**src/rtl/weight_bram_reader_pkg.sv**
```systemverilog
// Shared sizing defaults and FSM encoding for the weight BRAM reader and its
// stream stages.
package weight_bram_reader_pkg;

    localparam int DEF_DATA_W = 16;
    localparam int DEF_ADDR_W = 5;
    localparam int DEF_DEPTH  = 28;
    localparam int SKID_DEPTH = 2;

    typedef enum logic [2:0] {
        ST_IDLE  = 3'd0,
        ST_READ  = 3'd1,
        ST_DRAIN = 3'd2,
        ST_LOAD  = 3'd3,
        ST_FIN   = 3'd4
    } state_t;

endpackage

```
**src/rtl/weight_bram_reader_skid_fifo.sv**
```systemverilog
// Two-entry skid FIFO with push/pop/count. A push into a full FIFO is accepted
// only when the head is popped in the same cycle.
module weight_skid_fifo
    import weight_bram_reader_pkg::*;
#(
    parameter int WIDTH = DEF_DATA_W + 1
) (
    input  logic             clk,
    input  logic             rst,
    input  logic             push,
    input  logic [WIDTH-1:0] push_data,
    input  logic             pop,
    output logic [WIDTH-1:0] head,
    output logic [1:0]       count,
    output logic             empty
);

    logic [WIDTH-1:0] mem [SKID_DEPTH];
    logic             rd_ptr;
    logic             wr_ptr;
    logic             push_ok;
    logic             pop_ok;

    assign empty   = (count == 2'd0);
    assign pop_ok  = pop && !empty;
    assign push_ok = push && ((count != 2'(SKID_DEPTH)) || pop_ok);
    assign head    = mem[rd_ptr];

    always_ff @(posedge clk or posedge rst) begin
        if (rst) begin
            mem[0] <= '0;
            mem[1] <= '0;
            rd_ptr <= 1'b0;
            wr_ptr <= 1'b0;
            count  <= 2'd0;
        end else begin
            if (push_ok) begin
                mem[wr_ptr] <= push_data;
                wr_ptr      <= ~wr_ptr;
            end
            if (pop_ok) begin
                rd_ptr <= ~rd_ptr;
            end
            case ({push_ok, pop_ok})
                2'b10:   count <= count + 2'd1;
                2'b01:   count <= count - 2'd1;
                default: count <= count;
            endcase
        end
    end

endmodule

```
**src/rtl/weight_bram_reader.sv**
```systemverilog
// Initiator for one weight BRAM port: read sweeps stream weights out over
// valid/ready through a skid FIFO, load sweeps write an incoming stream in.
module weight_bram_reader
    import weight_bram_reader_pkg::*;
#(
    parameter int DATA_W = DEF_DATA_W,
    parameter int ADDR_W = DEF_ADDR_W,
    parameter int DEPTH  = DEF_DEPTH
) (
    input  logic              CLK,
    input  logic              RST,
    input  logic              start,
    input  logic              ld_start,
    output logic              busy,
    output logic              done,
    output logic [ADDR_W-1:0] ADDR,
    output logic [DATA_W-1:0] DI,
    output logic              EN,
    output logic              WE,
    input  logic [DATA_W-1:0] DO,
    output logic [DATA_W-1:0] w_data,
    output logic              w_valid,
    input  logic              w_ready,
    output logic              w_last,
    input  logic [DATA_W-1:0] ld_data,
    input  logic              ld_valid,
    output logic              ld_ready
);

    localparam logic [ADDR_W-1:0] LAST_ADDR = ADDR_W'(DEPTH - 1);

    state_t            state;
    state_t            state_next;
    logic [ADDR_W-1:0] rd_addr;
    logic [ADDR_W-1:0] wr_addr;
    logic [ADDR_W-1:0] addr_next;
    logic [DATA_W-1:0] di_next;
    logic              en_next;
    logic              we_next;
    logic              issue;
    logic              issue_last;
    logic              inflight;
    logic              inflight_last;
    logic              accept;
    logic              pop;
    logic [1:0]        fifo_count;
    logic              fifo_empty;
    logic [DATA_W:0]   fifo_head;
    logic [2:0]        credit_used;

    // A pop in this cycle frees a slot before the new read can land, so it is
    // credited back; without that the stream would only reach half rate.
    assign pop         = w_valid && w_ready;
    assign credit_used = 3'(fifo_count) + 3'(inflight) - 3'(pop);
    assign issue       = (state == ST_READ) && (credit_used < 3'(SKID_DEPTH));
    assign issue_last  = issue && (rd_addr == LAST_ADDR);
    assign accept      = (state == ST_LOAD) && ld_valid;

    assign busy     = (state != ST_IDLE);
    assign done     = (state == ST_FIN);
    assign ld_ready = (state == ST_LOAD);
    assign w_valid  = !fifo_empty;
    assign w_data   = fifo_head[DATA_W:1];
    assign w_last   = fifo_head[0];

    always_ff @(posedge CLK or posedge RST) begin
        if (RST) state <= ST_IDLE;
        else     state <= state_next;
    end

    always_comb begin
        state_next = state;
        addr_next  = ADDR;
        di_next    = DI;
        en_next    = 1'b0;
        we_next    = 1'b0;
        case (state)
            ST_IDLE: begin
                if (start)         state_next = ST_READ;
                else if (ld_start) state_next = ST_LOAD;
            end
            ST_READ: begin
                if (issue) begin
                    en_next   = 1'b1;
                    addr_next = rd_addr;
                end
                if (issue_last) state_next = ST_DRAIN;
            end
            ST_DRAIN: begin
                if (!inflight && (fifo_count == {1'b0, pop})) state_next = ST_FIN;
            end
            ST_LOAD: begin
                if (accept) begin
                    en_next   = 1'b1;
                    we_next   = 1'b1;
                    addr_next = wr_addr;
                    di_next   = ld_data;
                    if (wr_addr == LAST_ADDR) state_next = ST_FIN;
                end
            end
            ST_FIN:  state_next = ST_IDLE;
            default: state_next = ST_IDLE;
        endcase
    end

    always_ff @(posedge CLK or posedge RST) begin
        if (RST) begin
            ADDR          <= '0;
            DI            <= '0;
            EN            <= 1'b0;
            WE            <= 1'b0;
            rd_addr       <= '0;
            wr_addr       <= '0;
            inflight      <= 1'b0;
            inflight_last <= 1'b0;
        end else begin
            ADDR          <= addr_next;
            DI            <= di_next;
            EN            <= en_next;
            WE            <= we_next;
            inflight      <= issue;
            inflight_last <= issue_last;
            if (state == ST_IDLE) begin
                rd_addr <= '0;
                wr_addr <= '0;
            end else begin
                if (issue)  rd_addr <= rd_addr + ADDR_W'(1);
                if (accept) wr_addr <= wr_addr + ADDR_W'(1);
            end
        end
    end

    weight_skid_fifo #(
        .WIDTH(DATA_W + 1)
    ) u_fifo (
        .clk       (CLK),
        .rst       (RST),
        .push      (inflight),
        .push_data ({DO, inflight_last}),
        .pop       (pop),
        .head      (fifo_head),
        .count     (fifo_count),
        .empty     (fifo_empty)
    );

endmodule
```
**config.mk**
```make
export PLATFORM = sky130hd
export DESIGN_NAME = weight_bram_reader
export DESIGN_NICKNAME = d
export VERILOG_FILES = /design/src/rtl/weight_bram_reader_pkg.sv /design/src/rtl/weight_bram_reader_skid_fifo.sv /design/src/rtl/weight_bram_reader.sv
export SDC_FILE = /design/constraint.sdc
export NUM_CORES = 1
export LEC_CHECK = 0
export ABC_AREA = 1
export CORE_MARGIN = 2
export CORE_UTILIZATION = 49
export CTS_CLUSTER_DIAMETER = 40
export DETAILED_ROUTE_END_ITERATION = 12
export PLACE_DENSITY_LB_ADDON = 0.1
export REMOVE_ABC_BUFFERS = 1
export SLEW_MARGIN = 20
export SYNTH_ARGS = -nofsm -noshare
export SYNTH_HDL_FRONTEND = slang
export SYNTH_HIERARCHICAL = 1
export SYNTH_SLANG_ARGS = --single-unit
```
**constraint.sdc**
```tcl
create_clock -name CLK -period 3.8 [get_ports CLK]
set_input_delay 0.76 -clock CLK [delete_from_list [all_inputs] [get_ports CLK]]
set_output_delay 0.76 -clock CLK [all_outputs]
set_load 0.005 [all_outputs]
```
==> metrics.yaml, run 1 <==
synth_cells: 457
grt_max_degree: 39
slew_headroom: 0.4617
layout_common_cells: "nand2_1, clkdlybuf4s50_1, dfrtp_1, nand4_1, inv_1"
drcViolationCount: 0
seq_area_sq_um: 1902
ant_nets: 0
synth_seq_area_share: 0.5151
grt_antenna_before_repair: 0
critPathMaxStageDelay_ns: 0.55
final.setup.tns_ns: 0
ys_warn_count: 6
cts_resized: 0
skew_ns: 0.01085
num_rows: 31
clock-sinks: 76
path_buf_inv: 3
nets: 578
hpwl_microns: 5560
vias_per_cell: 4.987
start_util: 0.5063
fp.dieH_microns: 90.81
critPathKind: "reg2out"
syn_avg_cell_area_sq_um: 8.079
min_period_ns: 2.970
maxSlewViolCount: 0
core_area_sq_um: 7292
design_area_sq_um: 4740
postLayoutCoreUtil: 0.6500
grt_pass1_vias: 3120
grt.busiest_layer: "met2"
clk_latency_ns: 0.35
ys_ff_latch: 76
ios: 82
ir_drop_mv: 0.3588
wl_per_cell_microns: 13.03
portBuffers: 81
finalSetupViolCount: 0
drive_gt1_frac: 0.07222
use_met2: 0.3806
cts_tree: "built"
fp.dieArea_sq_um: 8246
final_common_cell: "nand2_1"
tightest_slew_ns: 0.8074
cap_violations: 0
critPathRequiredTime_ns: 3.04
grt_usage: 0.2156
drt_iter0_drc: 167
overflow: 0
fillerInstances: 648
syn-cell-area_sq_um: 3692
end_kind: "output pin"
multiInputGateArea_sq_um: 1550
dpl_cell_area_sq_um: 4547
grt_pass1_wl_microns: 14460
drt-total-wl_microns: 8323
grt.met1_usage: 0.2648
cp_max_fo: 18
die_x_microns: 90.81
gp_congestion: 0.7258
hold_class: "reg2reg"
ctsRootBufferMaster: "clkbuf_8"
vias: 3187
grt.met3_usage: 0.04424
worstPathArrival_ns: 2.21
hold_viol: 0
path_clk_slew_ns: 0.08
dr.pass1.iters: 4
clockBufferDepth: 2
area_delta_synth_final_pct: 28.36
crit_chain: "buf_4, clkinv_1, nand2_1, nand2_1, clkdlybuf4s50_1"
fin_crit_sh: 0.7816
status: "finished clean"
critPathTopFamily: "buffers and inverters"
ctsHoldBuffers: 0
fmax_mhz: 336.7
h-tree-depth: 3
ff2ff_setup_slack_ns: 1.10
power.density_nw_per_um2: 721.2
post_cts_buffers: 0
crit_path_start_kind: "flip-flop"
numCtsBuffers: 9
slowest_stage: "clkinv_1"
n_antenna_cell: 0
cpMostUsedCell: "nand2_1"
power.total_w: 0.003418
leakagePower_nw: 2.406
rsz0062_at_grt: "no"
yosysUniqueCellTypes: 29
[synth_stat cells (all sizes together)]
cell    number  area share
a21oi        2      0.0027
o21ai       13       0.018
clkinv       2      0.0020
nor3         1      0.0014
nor2        19       0.027
buf         17       0.031
ha           4       0.014
clkbuf       3      0.0030
fa           1      0.0054
nand2      223        0.23
xor2         3      0.0071
o21bai       1      0.0020
nand3       21       0.039
xnor2        1      0.0024
nand4       40       0.068
dfrtp       76        0.52
inv         28       0.029
or2          2      0.0034
[tightest hold or removal path, cell delays in order, from the launching register on]
cell and delay, ns:
dfrtp_1 0.34, nand2_1 0.05, nand2_1 0.05
[cells by family (layout without fill, tap and decap cells)]
kind of cell / Yosys count / count (layout) / synth area share
compound gates: 16 / 16 / 0.02237
xor+xnor: 4 / 4 / 0.009490
fa+ha+maj: 5 / 5 / 0.01898
buf+inv: 50 / 133 / 0.06507
flops: 76 / 76 / 0.5151
simple gates: 306 / 306 / 0.3690
[final cells by class]
type,count,area share
tap,99,0.02614
multi-input combinational,331,0.3271
timing repair buffer,87,0.1806
clock buffer,11,0.02772
clock inverter,5,0.01294
inverter,30,0.02429
sequential,76,0.4013
[flip-flops by register name, summed over array words and instances, names as in the netlist]
register	flops
u_fifo/mem	34
wr_addr	5
DI	16
state	3
u_fifo/rd_ptr	1
rd_addr	5
EN	1
u_fifo/wr_ptr	1
u_fifo/count	2
inflight	1
inflight_last	1
ADDR	5
WE	1
[per-layer routing]
layer  wire, microns  up-vias
met4              87        0
met1            3578     1486
li1                -     1619
met2            4231       73
met3             425        9
met5               0        -
[through the flow]
stage / hold WS [ns] / std cells / worst slack [ns]
final: 0.4743 / 639 / 0.8301
after CTS: 0.4773 / 639 / 0.8094
after global routing: 0.4905 / 639 / 0.6010
after detailed placement: 0.4583 / 623 / 0.5086
after global placement: 0.4532 / 623 / 0.5508
after floorplan: 0.4417 / 437 / 1.144
[worst paths after layout]
check	start	to	cells past startpoint
setup / recovery	u_fifo/rd_ptr	w_last	5
hold / removal	u_fifo/mem[17]	u_fifo/mem[17]	2
setup reg to reg	u_fifo/count[1]	state[0]	10
hold reg to reg	u_fifo/mem[17]	u_fifo/mem[17]	2
max in group asynchronous	RST	u_fifo/mem[26]	3
min in group asynchronous	RST	u_fifo/mem[1]	2
[report_power, final]
part | internal (W) | switching, W
clock | 0.000306 | 0.000297
sequential | 0.00110 | 0.000221
combinational | 0.000702 | 0.000797
Note: power is estimated with default switching activity, not from simulation.
==> inputs of run 2 (changes only) <==
clock period = 3 ns   (was 3.8 ns; I/O delays follow)
==> metrics.yaml, run 2 (synthesis gave the netlist of run 1 again) <==
die_x_microns: 90.81  # unchanged
crit_path_start_kind: "input port"
m1WireLength_microns: 3774  # +5.5%
num_rows: 31  # unchanged
top_layer: "met4"
grt_max_degree: 39  # unchanged
reg2reg_from: "u_fifo/count[0]"
routed-wl-met2_microns: 4293  # +1.5%
slew_headroom: 0.5850  # +0.1233
drt_iter0_drc: 161  # -3.6%
ir_drop_mv: 0.4669  # +30%
finalSetupViolCount: 0  # unchanged
ios: 82  # unchanged
grt_antenna_before_repair: 0  # unchanged
fin_crit_sh: 0.9316
wl_per_cell_microns: 13.31  # +2.2%
start_util: 0.5063  # unchanged
critPathRequiredTime_ns: 3.23  # +0.19 ns
seq_power_share: 0.362  # -0.023
hold_viol: 0  # unchanged
overflow: 0  # unchanged
ctsRootBufferMaster: "clkbuf_8"
area_delta_synth_final_pct: 29.58
cts_resized: 0  # unchanged
p_sw_frac: 0.3747  # -0.009633
grt_usage: 0.2178  # +0.002192
drive_gt1_frac: 0.07749  # +0.005269
tightest_slew_ns: 0.6187  # -0.1887 ns
worstPathArrival_ns: 3.02  # +0.81 ns
ff2ff_setup_slack_ns: 0.31  # -0.79 ns
ctsHoldBuffers: 0  # unchanged
top_register: "u_fifo/mem"
post_cts_buffers: 0  # unchanged
cpMostUsedCell: "nand2_1"
leakagePower_nw: 2.443  # +1.6%
portBuffers: 81  # unchanged
p_comb_frac: 0.448  # +0.010
cell_internal_pwr_w: 0.002788  # +32%
clockBufferDepth: 2  # unchanged
n_antenna_cell: 0  # unchanged
h-tree-depth: 3  # unchanged
power.density_nw_per_um2: 931.9  # +29%
place_inst: 626  # +0.48%
switchingPower_w: 0.001671  # +27%
dr.pass1.iters: 5  # +1
layout.cells.non_filler: 641  # +0.31%
holdPathStages: 2  # unchanged
grt_pass1_wl_microns: 14620  # +1.1%
numCtsBuffers: 9  # unchanged
vias_per_cell: 5.083  # +1.9%
whs_ns: 0.4707  # -0.003546 ns
hold_class: "reg2reg"
largest_register_ffs: 34  # unchanged
slowest_stage: "fa_1"
clock-sinks: 76  # unchanged
core_area_sq_um: 7292  # unchanged
cap_violations: 0  # unchanged
nets: 581  # +0.52%
gp_congestion: 0.7283  # +0.34%
fmax_mhz: 357.8
final_common_cell: "nand2_1"
critPathTopFamily: "simple AND/OR/NAND/NOR gates"
hpwl_microns: 5771  # +3.8%
drt-total-wl_microns: 8530  # +2.5%
power.share.clock: 0.190  # +0.014
min_to: "DI[14]"
clk_latency_ns: 0.34  # about the same
wl_met3_microns: 443  # +4.2%
top_regs: "u_fifo/mem x34, DI x16"
cp_max_fo: 3  # -15
min_period_ns: 2.795
grt_pass1_vias: 3112  # -0.26%
r2r-end: "state[0]"
critPathMaxStageDelay_ns: 0.50  # -0.05 ns
crit_chain: "clkdlybuf4s50_1, inv_1, nor2_1, ha_1, or2_2, fa_1, nand3_1, o21bai_1, nand2_1, nand2_1, nand2_1"
fp.dieArea_sq_um: 8246  # unchanged
ant_nets: 0  # unchanged
layout_common_cells: "nand2_1, clkdlybuf4s50_1, dfrtp_1, nand4_1, inv_1"
critPathKind: "in2reg"
cts_tree: "built"
drcViolationCount: 0  # unchanged
end_kind: "flip-flop"
maxSlewViolCount: 0  # unchanged
path_buf_inv: 2  # -1
status: "finished clean"
rsz0062_at_grt: "no"
skew_ns: 0.009402  # -0.001447 ns
min-delay-start: "DI[14]"
r2r_cells: 10  # unchanged
vias: 3258  # +2.2%
path_clk_slew_ns: 0.07  # about the same
fp.dieH_microns: 90.81  # unchanged
## run 2: layout make-up
class | count | area [sq um]
inverter | 30 | 115.1
multi-input combinational | 331 | 1550
clock buffer | 11 | 141.4
tap | 99 | 123.9
clock inverter | 4 | 73.82
timing repair buffer | 90 | 878.3
sequential | 76 | 1902
fill | 657 | 2507
## run 2: tightest hold or removal path: stages, from the launching register on
cell and delay (ns):
dfrtp_1 0.35, nand2_1 0.05, nand2_1 0.04
## run 2: power by group through the flow
| stage | clock, W | sequential, W | combinational [W] |
|---|---|---|---|
| after detailed placement | 0 | 0.00163 | 0.00202 |
| after floorplan | 0 | 0.00169 | 0.000978 |
| final | 0.000847 | 0.00161 | 0.00200 |
| after global placement | 0 | 0.00161 | 0.00195 |
| after global routing | 0.000924 | 0.00166 | 0.00224 |
| after CTS | 0.000863 | 0.00161 | 0.00203 |
## run 2: stage by stage
step / setup WS (ns) / total power, W / instance area [sq um] / util / TNS (ns)
finish: 0.2052 / 0.004459 / 4785 / 0.6561 / 0
global route: 0.005381 / 0.004823 / 4785 / 0.6561 / 0
CTS: 0.1785 / 0.004504 / 4785 / 0.6561 / 0
detailed placement: -0.1663 / 0.003648 / 4569 / 0.6266 / -0.6433
global placement: -0.05776 / 0.003569 / 4569 / 0.6266 / -0.09607
floorplan: 0.4691 / 0.002663 / 3567 / - / 0
## run 2: metal layers
layer	vias to the layer above	global-route usage
met4	0	0.05177
met3	2	0.05008
li1	1620	-
met1	1562	0.2776
met5	-	0
met2	74	0.3781
## run 2: how the worst max path moves through the flow
stage,from,endpoint,slack (ns),cells after the start
finish,w_ready,state[0],0.21,11
global route,w_ready,state[0],0.005,11
CTS,w_ready,state[0],0.18,11
detailed placement,w_ready,state[0],-0.17,11
global placement,w_ready,state[0],-0.06,11
floorplan,inflight,state[0],0.47,8
